$ cat config.mk
export PLATFORM = sky130hd
export DESIGN_NAME = boot_block_loader
export DESIGN_NICKNAME = d
export VERILOG_FILES = /design/src/rtl/boot_block_loader.sv
export SDC_FILE = /design/constraint.sdc
export NUM_CORES = 2
export LEC_CHECK = 0
export CORE_MARGIN = 2
export CORE_UTILIZATION = 55
export CTS_CLUSTER_SIZE = 12
export DETAILED_ROUTE_END_ITERATION = 8
export HOLD_SLACK_MARGIN = 0.03
export MAX_ROUTING_LAYER = met4
export PLACE_DENSITY = 0.92
export SYNTH_ARGS = -nofsm -noshare
export SYNTH_HDL_FRONTEND = slang
export SYNTH_SLANG_ARGS = --single-unit
$ cat constraint.sdc
create_clock -name clk -period 2.9 [get_ports clk]
set_clock_uncertainty 0.05 [all_clocks]
set_input_delay 0.435 -clock clk [delete_from_list [all_inputs] [get_ports clk]]
set_output_delay 0.435 -clock clk [all_outputs]
set_load 0.02 [all_outputs]
$ cat src/rtl/boot_block_loader.sv
// boot_block_loader: boot-time copy of consecutive SD disk blocks into 512-bit memory lines.
// CPUs stay held in reset until every requested block has landed in memory.
module boot_block_loader #(
    parameter int unsigned LOAD_BASE = 0,
    parameter int unsigned LINE_AW   = 16,
    parameter bit          SWAP      = 1'b0
) (
    input  logic               clk,
    input  logic               reset,
    input  logic               boot_en,
    input  logic [31:0]        block_addr,
    input  logic [31:0]        block_count,
    output logic               rd_req,
    output logic [31:0]        rd_blk,
    input  logic               rd_ack,
    input  logic               d_valid,
    input  logic [63:0]        d_data,
    output logic               d_ready,
    input  logic               rd_err,
    output logic               mem_wr_valid,
    output logic [LINE_AW-1:0] mem_wr_addr,
    output logic [511:0]       mem_wr_data,
    input  logic               mem_wr_ready,
    output logic               cpu_hold,
    output logic               boot_done,
    output logic               boot_fail
);
    typedef enum logic [2:0] {SAMPLE, IDLE_DONE, REQ, DATA, DRAIN, FAIL} state_t;

    state_t             state_q;
    logic [31:0]        cur_blk_q;
    logic [31:0]        remaining_q;
    logic [5:0]         word_q;
    logic [LINE_AW-1:0] line_cnt_q;
    logic [511:0]       line_q;
    logic [511:0]       stage_q;
    logic               stage_vld_q;
    logic               rd_req_q;
    logic               boot_done_q;
    logic               boot_fail_q;
    logic               cpu_hold_q;
    logic [63:0]        word_in;
    logic [511:0]       line_d;
    logic               xfer;
    logic               drain;

    always_comb begin
        word_in = d_data;
        if (SWAP)
            for (int i = 0; i < 8; i++) word_in[8*i +: 8] = d_data[8*(7-i) +: 8];
    end

    always_comb begin
        line_d = line_q;
        line_d[{word_q[2:0], 6'd0} +: 64] = word_in;
    end

    // The staging slot may be refilled in the same cycle memory takes the old line.
    assign d_ready      = (state_q == DATA) && (!stage_vld_q || mem_wr_ready);
    assign xfer         = d_valid && d_ready && !rd_err;
    assign drain        = stage_vld_q && mem_wr_ready;
    assign rd_req       = rd_req_q;
    assign rd_blk       = cur_blk_q;
    assign mem_wr_valid = stage_vld_q;
    assign mem_wr_addr  = LINE_AW'(LOAD_BASE) + line_cnt_q;
    assign mem_wr_data  = stage_q;
    assign cpu_hold     = cpu_hold_q;
    assign boot_done    = boot_done_q;
    assign boot_fail    = boot_fail_q;

    always_ff @(posedge clk or negedge reset) begin
        if (!reset) begin
            state_q     <= SAMPLE;
            cur_blk_q   <= '0;
            remaining_q <= '0;
            word_q      <= '0;
            line_cnt_q  <= '0;
            line_q      <= '0;
            stage_q     <= '0;
            stage_vld_q <= 1'b0;
            rd_req_q    <= 1'b0;
            boot_done_q <= 1'b0;
            boot_fail_q <= 1'b0;
            cpu_hold_q  <= 1'b1;
        end else begin
            if (drain) line_cnt_q <= line_cnt_q + 1'b1;
            if (xfer) begin
                line_q <= line_d;
                word_q <= word_q + 1'b1;
            end
            if (xfer && word_q[2:0] == 3'd7) begin
                stage_q     <= line_d;
                stage_vld_q <= 1'b1;
            end else if (drain) begin
                stage_vld_q <= 1'b0;
            end
            case (state_q)
                SAMPLE: begin
                    cur_blk_q   <= block_addr;
                    remaining_q <= block_count;
                    if (!boot_en || block_count == 32'd0) begin
                        state_q     <= IDLE_DONE;
                        boot_done_q <= 1'b1;
                        cpu_hold_q  <= 1'b0;
                    end else begin
                        state_q  <= REQ;
                        rd_req_q <= 1'b1;
                    end
                end
                REQ: begin
                    if (rd_err) begin
                        state_q     <= FAIL;
                        rd_req_q    <= 1'b0;
                        boot_fail_q <= 1'b1;
                    end else if (rd_ack) begin
                        state_q  <= DATA;
                        rd_req_q <= 1'b0;
                        word_q   <= '0;
                    end
                end
                DATA: begin
                    if (rd_err) begin
                        state_q     <= FAIL;
                        boot_fail_q <= 1'b1;
                    end else if (xfer && word_q == 6'd63) begin
                        cur_blk_q   <= cur_blk_q + 1'b1;
                        remaining_q <= remaining_q - 1'b1;
                        state_q     <= (remaining_q == 32'd1) ? DRAIN : REQ;
                        rd_req_q    <= (remaining_q != 32'd1);
                    end
                end
                DRAIN: begin
                    if (!stage_vld_q) begin
                        state_q     <= IDLE_DONE;
                        boot_done_q <= 1'b1;
                        cpu_hold_q  <= 1'b0;
                    end
                end
                default: ;
            endcase
        end
    end
endmodule

After elaboration in Yosys (flattened, before gate mapping)
Index checks and enable logic that the tools add are counted.
Widths: inputs -> output; s select.
{"block": "classes", "eq_ne": 14, "n_mux": 33, "n_shift": 2, "n_reduce_logical": 24, "add_sub_neg": 5}
{"operator": "$bwmux 512", "n": 1}
{"operator": "$shift 64x11->512 const A", "n": 1}
{"operator": "$shiftx 64x11->512", "n": 1}
{"operator": "$mux 32", "n": 4}
{"operator": "$pmux 32 s2", "n": 2}
{"operator": "$add 32x1->32 const B", "n": 1}
{"operator": "$eq 32x1->1 const B", "n": 1}
{"operator": "$logic_not 32->1", "n": 1}
{"operator": "$ne 32x1->1 const B", "n": 1}
{"operator": "$sub 32x1->32 const B", "n": 1}
{"operator": "$mux 6", "n": 4}
{"operator": "$mux 3", "n": 6}
{"operator": "$add 16x1->16 const B", "n": 1}
{"operator": "$pmux 3 s4", "n": 1}
{"operator": "$mux 1", "n": 11}
{"operator": "$neg 9->11", "n": 1}
{"operator": "$ne 2x2->1 const B", "n": 4}
{"operator": "$add 6x1->6 const B", "n": 1}
{"operator": "$eq 3x2->1 const B", "n": 2}
{"operator": "$eq 3x3->1 const B", "n": 2}
{"operator": "$eq 6x6->1 const B", "n": 1}
{"operator": "$logic_and 1x1->1", "n": 6}
{"operator": "$reduce_and 3->1", "n": 2}
{"operator": "$reduce_bool 2->1", "n": 3}
{"operator": "other kinds (15)", "n": 19}
{"block": "word_totals", "ff_bits": 1118, "inputBits": 135, "out_inout_bits": 566}

Longest topological paths before layout
{"block": "depth", "depth_word": 9, "ltp_mapped": 11}

Worst setup path before layout
OpenSTA, ideal clock, no wires.
{"block": "synth_timing", "path_kind": "register to register", "from": "reg word_q[0]", "to": "reg line_q[10]", "arrival_ns": 2.050, "path_buffers": 1, "synth_period_minus_slack_ns": 2.225, "stages_incl_launch_ff": 9, "setup_slack_ns": 0.675, "cell_sequence": "dfrtp_1 > inv_1 > ha_1 > ha_1 > nor2_1 > nand4_1 > nor2_4 > buf_4 > mux2_2"}
{"block": "synth_via", "elab_chain_cells": 3}
{"item": "start: declaration", "line_no": "33", "source": "logic [5:0] word_q;"}
{"item": "start signal: assignment", "line_no": "89", "source": "word_q <= word_q + 1'b1;"}
{"item": "$neg 9->11 *", "line_no": "55", "source": "line_d[{word_q[2:0], 6'd0} +: 64] = word_in;"}
{"item": "$shiftx 64x11->512 / $shift 64x11->512 (equally long branches)", "line_no": "55"}
{"item": "$bwmux 512 *", "line_no": "55"}
{"item": "end signal: assignment", "line_no": "88", "source": "line_q <= line_d;"}
{"item": "end: declaration", "line_no": "35", "source": "logic [511:0] line_q;"}
Every way passes the cells marked *; elsewhere a longest branch is shown, timed or not.
A chain may end at the register's enable or synchronous reset.

Final worst setup path
{"block": "layout_timing", "from": "reg state_q[2]", "to": "out d_ready"}
{"block": "layout_via", "elab_chain_cells": 2}
{"item": "start: declaration", "line_no": "30", "source": "state_t state_q;"}
{"item": "start signal: assignment", "line_no": "128", "source": "state_q <= (remaining_q == 32'd1) ? DRAIN : REQ;"}
{"item": "$eq 3x2->1", "line_no": "59", "source": "assign d_ready = (state_q == DATA) && (!stage_vld_q || mem_wr_ready);"}
{"item": "$logic_and 1x1->1", "line_no": "59"}
{"item": "end: declaration", "line_no": "18", "source": "output logic d_ready,"}
Every way passes these cells.

==> out/results.txt <==
Status - completed
Setup Viol. Count Final - 0
Hpwl dp - 104000 um
DR vias - 40000
Clk Latency, worst-skew pair - 0.70 ns
CP Cell Sequence - nand3b_4 -> nor2_1 -> clkdlybuf4s50_1
Finished Layout Cells - 6500
Total instance count after detailed placement - 6320
Unrepaired setup endpoints after global routing - no
IO buf count - 700
Antenna violations before repair - 6
Layout Area Growth over Synthesis - 25.4%
Drt drc - 0
Total CTS buffers - 111
Worst-path fanout max - 19
Post-synth top area share - 0.585
Most frequent cells in the layout - dfrtp_1, nand2_1, o21ai_0
Critical Path Start Type - register
Final period util - 0.962
Clk pin slew, worst setup/hold paths - 0.06 ns
DRT iter0 DRCs - 4770
Starting density of the core - 0.553
Antenna Nets Post-Route - 0
CP endpoint kind - primary output
Gpl congestion - 0.948
Pwr/cell area - 515 nW/um^2
DR pass1 iterations - 6
Root Buffer - clkbuf_16
Die height - 299 um
Die area - 89300 um^2
Top cells by area, synth - dfrtp_1, o21ai_0, nand2_1
Total wire length - 158000 um
# nets final - 5422
Routed wire per std cell - 24.3 um
Fin crit period - 2.79 ns
Die X - 299 um
CP Buf/Inv Count - 1
Synthesized flop and latch total - 1118
Max-slew headroom - 0.504
Crit-path slowest cell - clkdlybuf4s50_1
Largest net degree at the start of global routing - 163
Post-Syn Area per Cell - 10.2 um^2
Vias in the first global route - 39900
Slew Viols, Final - 0
Total core area - 86500 um^2
Clock sink count - 1118
Slew @ Worst Pin - 0.744 ns
Worst hold path class - in -> async
Worst VDD drop - 503 uV
Critical Path AT - 2.30 ns
GRT overflow - 0
Gr usage total - 0.362
Post-synth EDFFs - 0
Distinct cells, synth - 72
Finished Cell Area - 60000 um^2
Synth Flop Type - dfrtp_1
Setup_tns - 0 ns
Yosys warnings - 0
Mapped Cells - 4686
Io pins - 701
Postcts setup bufs - 0
Post-Synthesis Cell Area - 47800 um^2
Vias/cell - 6.15
Leakage - 27.5 nW
FFs w/ async S/R, synth - 1.00
Commonest non-fill, non-tap cell in the layout - dfrtp_1
First-pass GRT wire length - 241000 um
Crit path kind - reg -> out
Layout cell share with drive strength beyond 1 - 0.110
Number of max-cap violations - 0
Cell family with most CP delay - buffers and inverters
Fmax - 359 MHz
Post-Syn Nets - 4829
Worst EP required - 2.41 ns
Cell row count - 108
PnR worst setup slack - 0.111 ns
Area leader, netlist - dfrtp_1
CTS tree - done
Max incr delay on CP - 0.66 ns
Dpl ws - 0.0326 ns
Hold Vio Cnt, Final - 0
H-tree Lvls - 3
Buffer depth of the longest clock path - 3
Register area share after synthesis - 0.585
Area post-placement - 56400 um^2
-- path summary, 6_finish.rpt --
check / from / endpoint / slack, ns / depth (start not counted)
min: reset / mem_wr_data[17] / 0.15 / 2
min in group clk: block_addr[5] / rd_blk[5] / 0.26 / 3
max in group asynchronous: reset / mem_wr_data[372] / 1.56 / 3
min reg2reg: boot_fail / boot_fail / 0.41 / 1
max reg2reg: word_q[1] / line_q[54] / 0.19 / 8
max: state_q[2] / d_ready / 0.11 / 3
-- layer usage --
| layer | part of all wire | vias up | routed length (um) | GRT usage |
|---|---|---|---|---|
| met4 | 0.065 | 0 | 10300 | 0.200 |
| met2 | 0.45 | 2512 | 71000 | 0.526 |
| met3 | 0.095 | 611 | 15000 | 0.0819 |
| li1 | - | 17200 | - | - |
| met1 | 0.39 | 19700 | 61500 | 0.473 |
| met5 | 0 | - | 0 | - |
-- kinds of logic (layout without fill, tap and decap cells) --
| kind of cell | after synthesis | count (layout) | synth area share |
|---|---|---|---|
| compound gates | 1248 | 1248 | 0.137 |
| xor+xnor | 19 | 19 | 0.00348 |
| fa+ha+maj | 8 | 8 | 0.00209 |
| buf+inv | 403 | 1057 | 0.0398 |
| flops | 1118 | 1118 | 0.585 |
| mux | 514 | 514 | 0.114 |
| other cells | 0 | 5 | 0 |
| simple gates | 1376 | 1376 | 0.119 |
-- final cells by class --
cell class / count / area [um^2]
fillers: 5665 / 26500
inverters: 11 / 41.3
flip-flops and latches: 1118 / 28000
diodes: 5 / 12.5
multi-input cells: 3165 / 18000
clock inverters: 19 / 373
clock buffers: 155 / 3110
repair buffers: 872 / 8970
well taps: 1155 / 1450
-- power by group --
group          internal (mW)  total (mW)  switching [mW]  leakage, nW
registers               15.6        15.6         0.00381         15.6
logic                  0.350        1.19           0.839         10.2
clock network           7.89        14.1            6.20         1.68
-- Yosys cell counts, types with 3 or more instances --
master     count
o31ai_1        7
nor2_4         5
mux2_2       238
a311oi_1       3
nor3_2         3
o21a_1         7
a31oi_1       13
o21ai_0      766
nor3_1        19
a2bb2oi_1      4
and2_1         5
o211ai_1       4
xnor2_1       12
nor3b_1        3
dfrtp_1     1117
nand2b_1       4
and3_1        13
clkbuf_1     228
a211oi_1       3
ha_1           8
nor2_1       316
mux2i_1      257
nand3b_1       5
a21oi_1      335
and4_1         8
nor4_1        17
buf_2        106
nand4_1       24
mux2_1        19
or2_1          3
o21ai_1       48
o22ai_1       12
o2bb2ai_1      5
inv_1         11
nand2_1      894
o22a_1        12
xor2_1         7
buf_6         19
or3_1          7
buf_4         31
nand3_1       33
buf_1          8
o32ai_1        7
-- metrics by stage --
step / hold slack [ns] / power, mW / utilization
finish: 0.154 / 30.9 / 0.693
global route: 0.134 / 31.7 / 0.693
CTS: 0.141 / 30.9 / 0.693
detailed placement: 0.272 / 17.1 / 0.653
global placement: 0.275 / 17.0 / 0.653
floorplan: 0.0894 / 16.2 / -
-- timing repair --
| action | CTS | global route |
|---|---|---|
| hold endpoints to repair | 253 | 0 |
| hold buffers | 1 | 0 |
| resized for setup | 0 | 2 |
| setup endpoints to repair | 0 | 57 |
-- worst register-to-register path, cell delays in order (launching register included) --
cell	delay, ns
dfrtp_1	0.41
inv_1	0.09
ha_1	0.19
ha_1	0.30
nor2_2	0.24
nand4_1	0.32
nor2_4	0.22
buf_12	0.33
mux2_2	0.47
-- sequential cells by signal, summed over array words and instances, names as in the netlist --
| signal | cells |
|---|---|
| line_q | 512 |
| mem_wr_data | 512 |
| rd_blk | 32 |
| remaining_q | 32 |
| line_cnt_q | 16 |
| word_q | 6 |
| state_q | 3 |
| boot_done | 1 |
| boot_fail | 1 |
| cpu_hold | 1 |
| mem_wr_valid | 1 |
| rd_req | 1 |
Note: power is estimated with default switching activity, not from simulation.
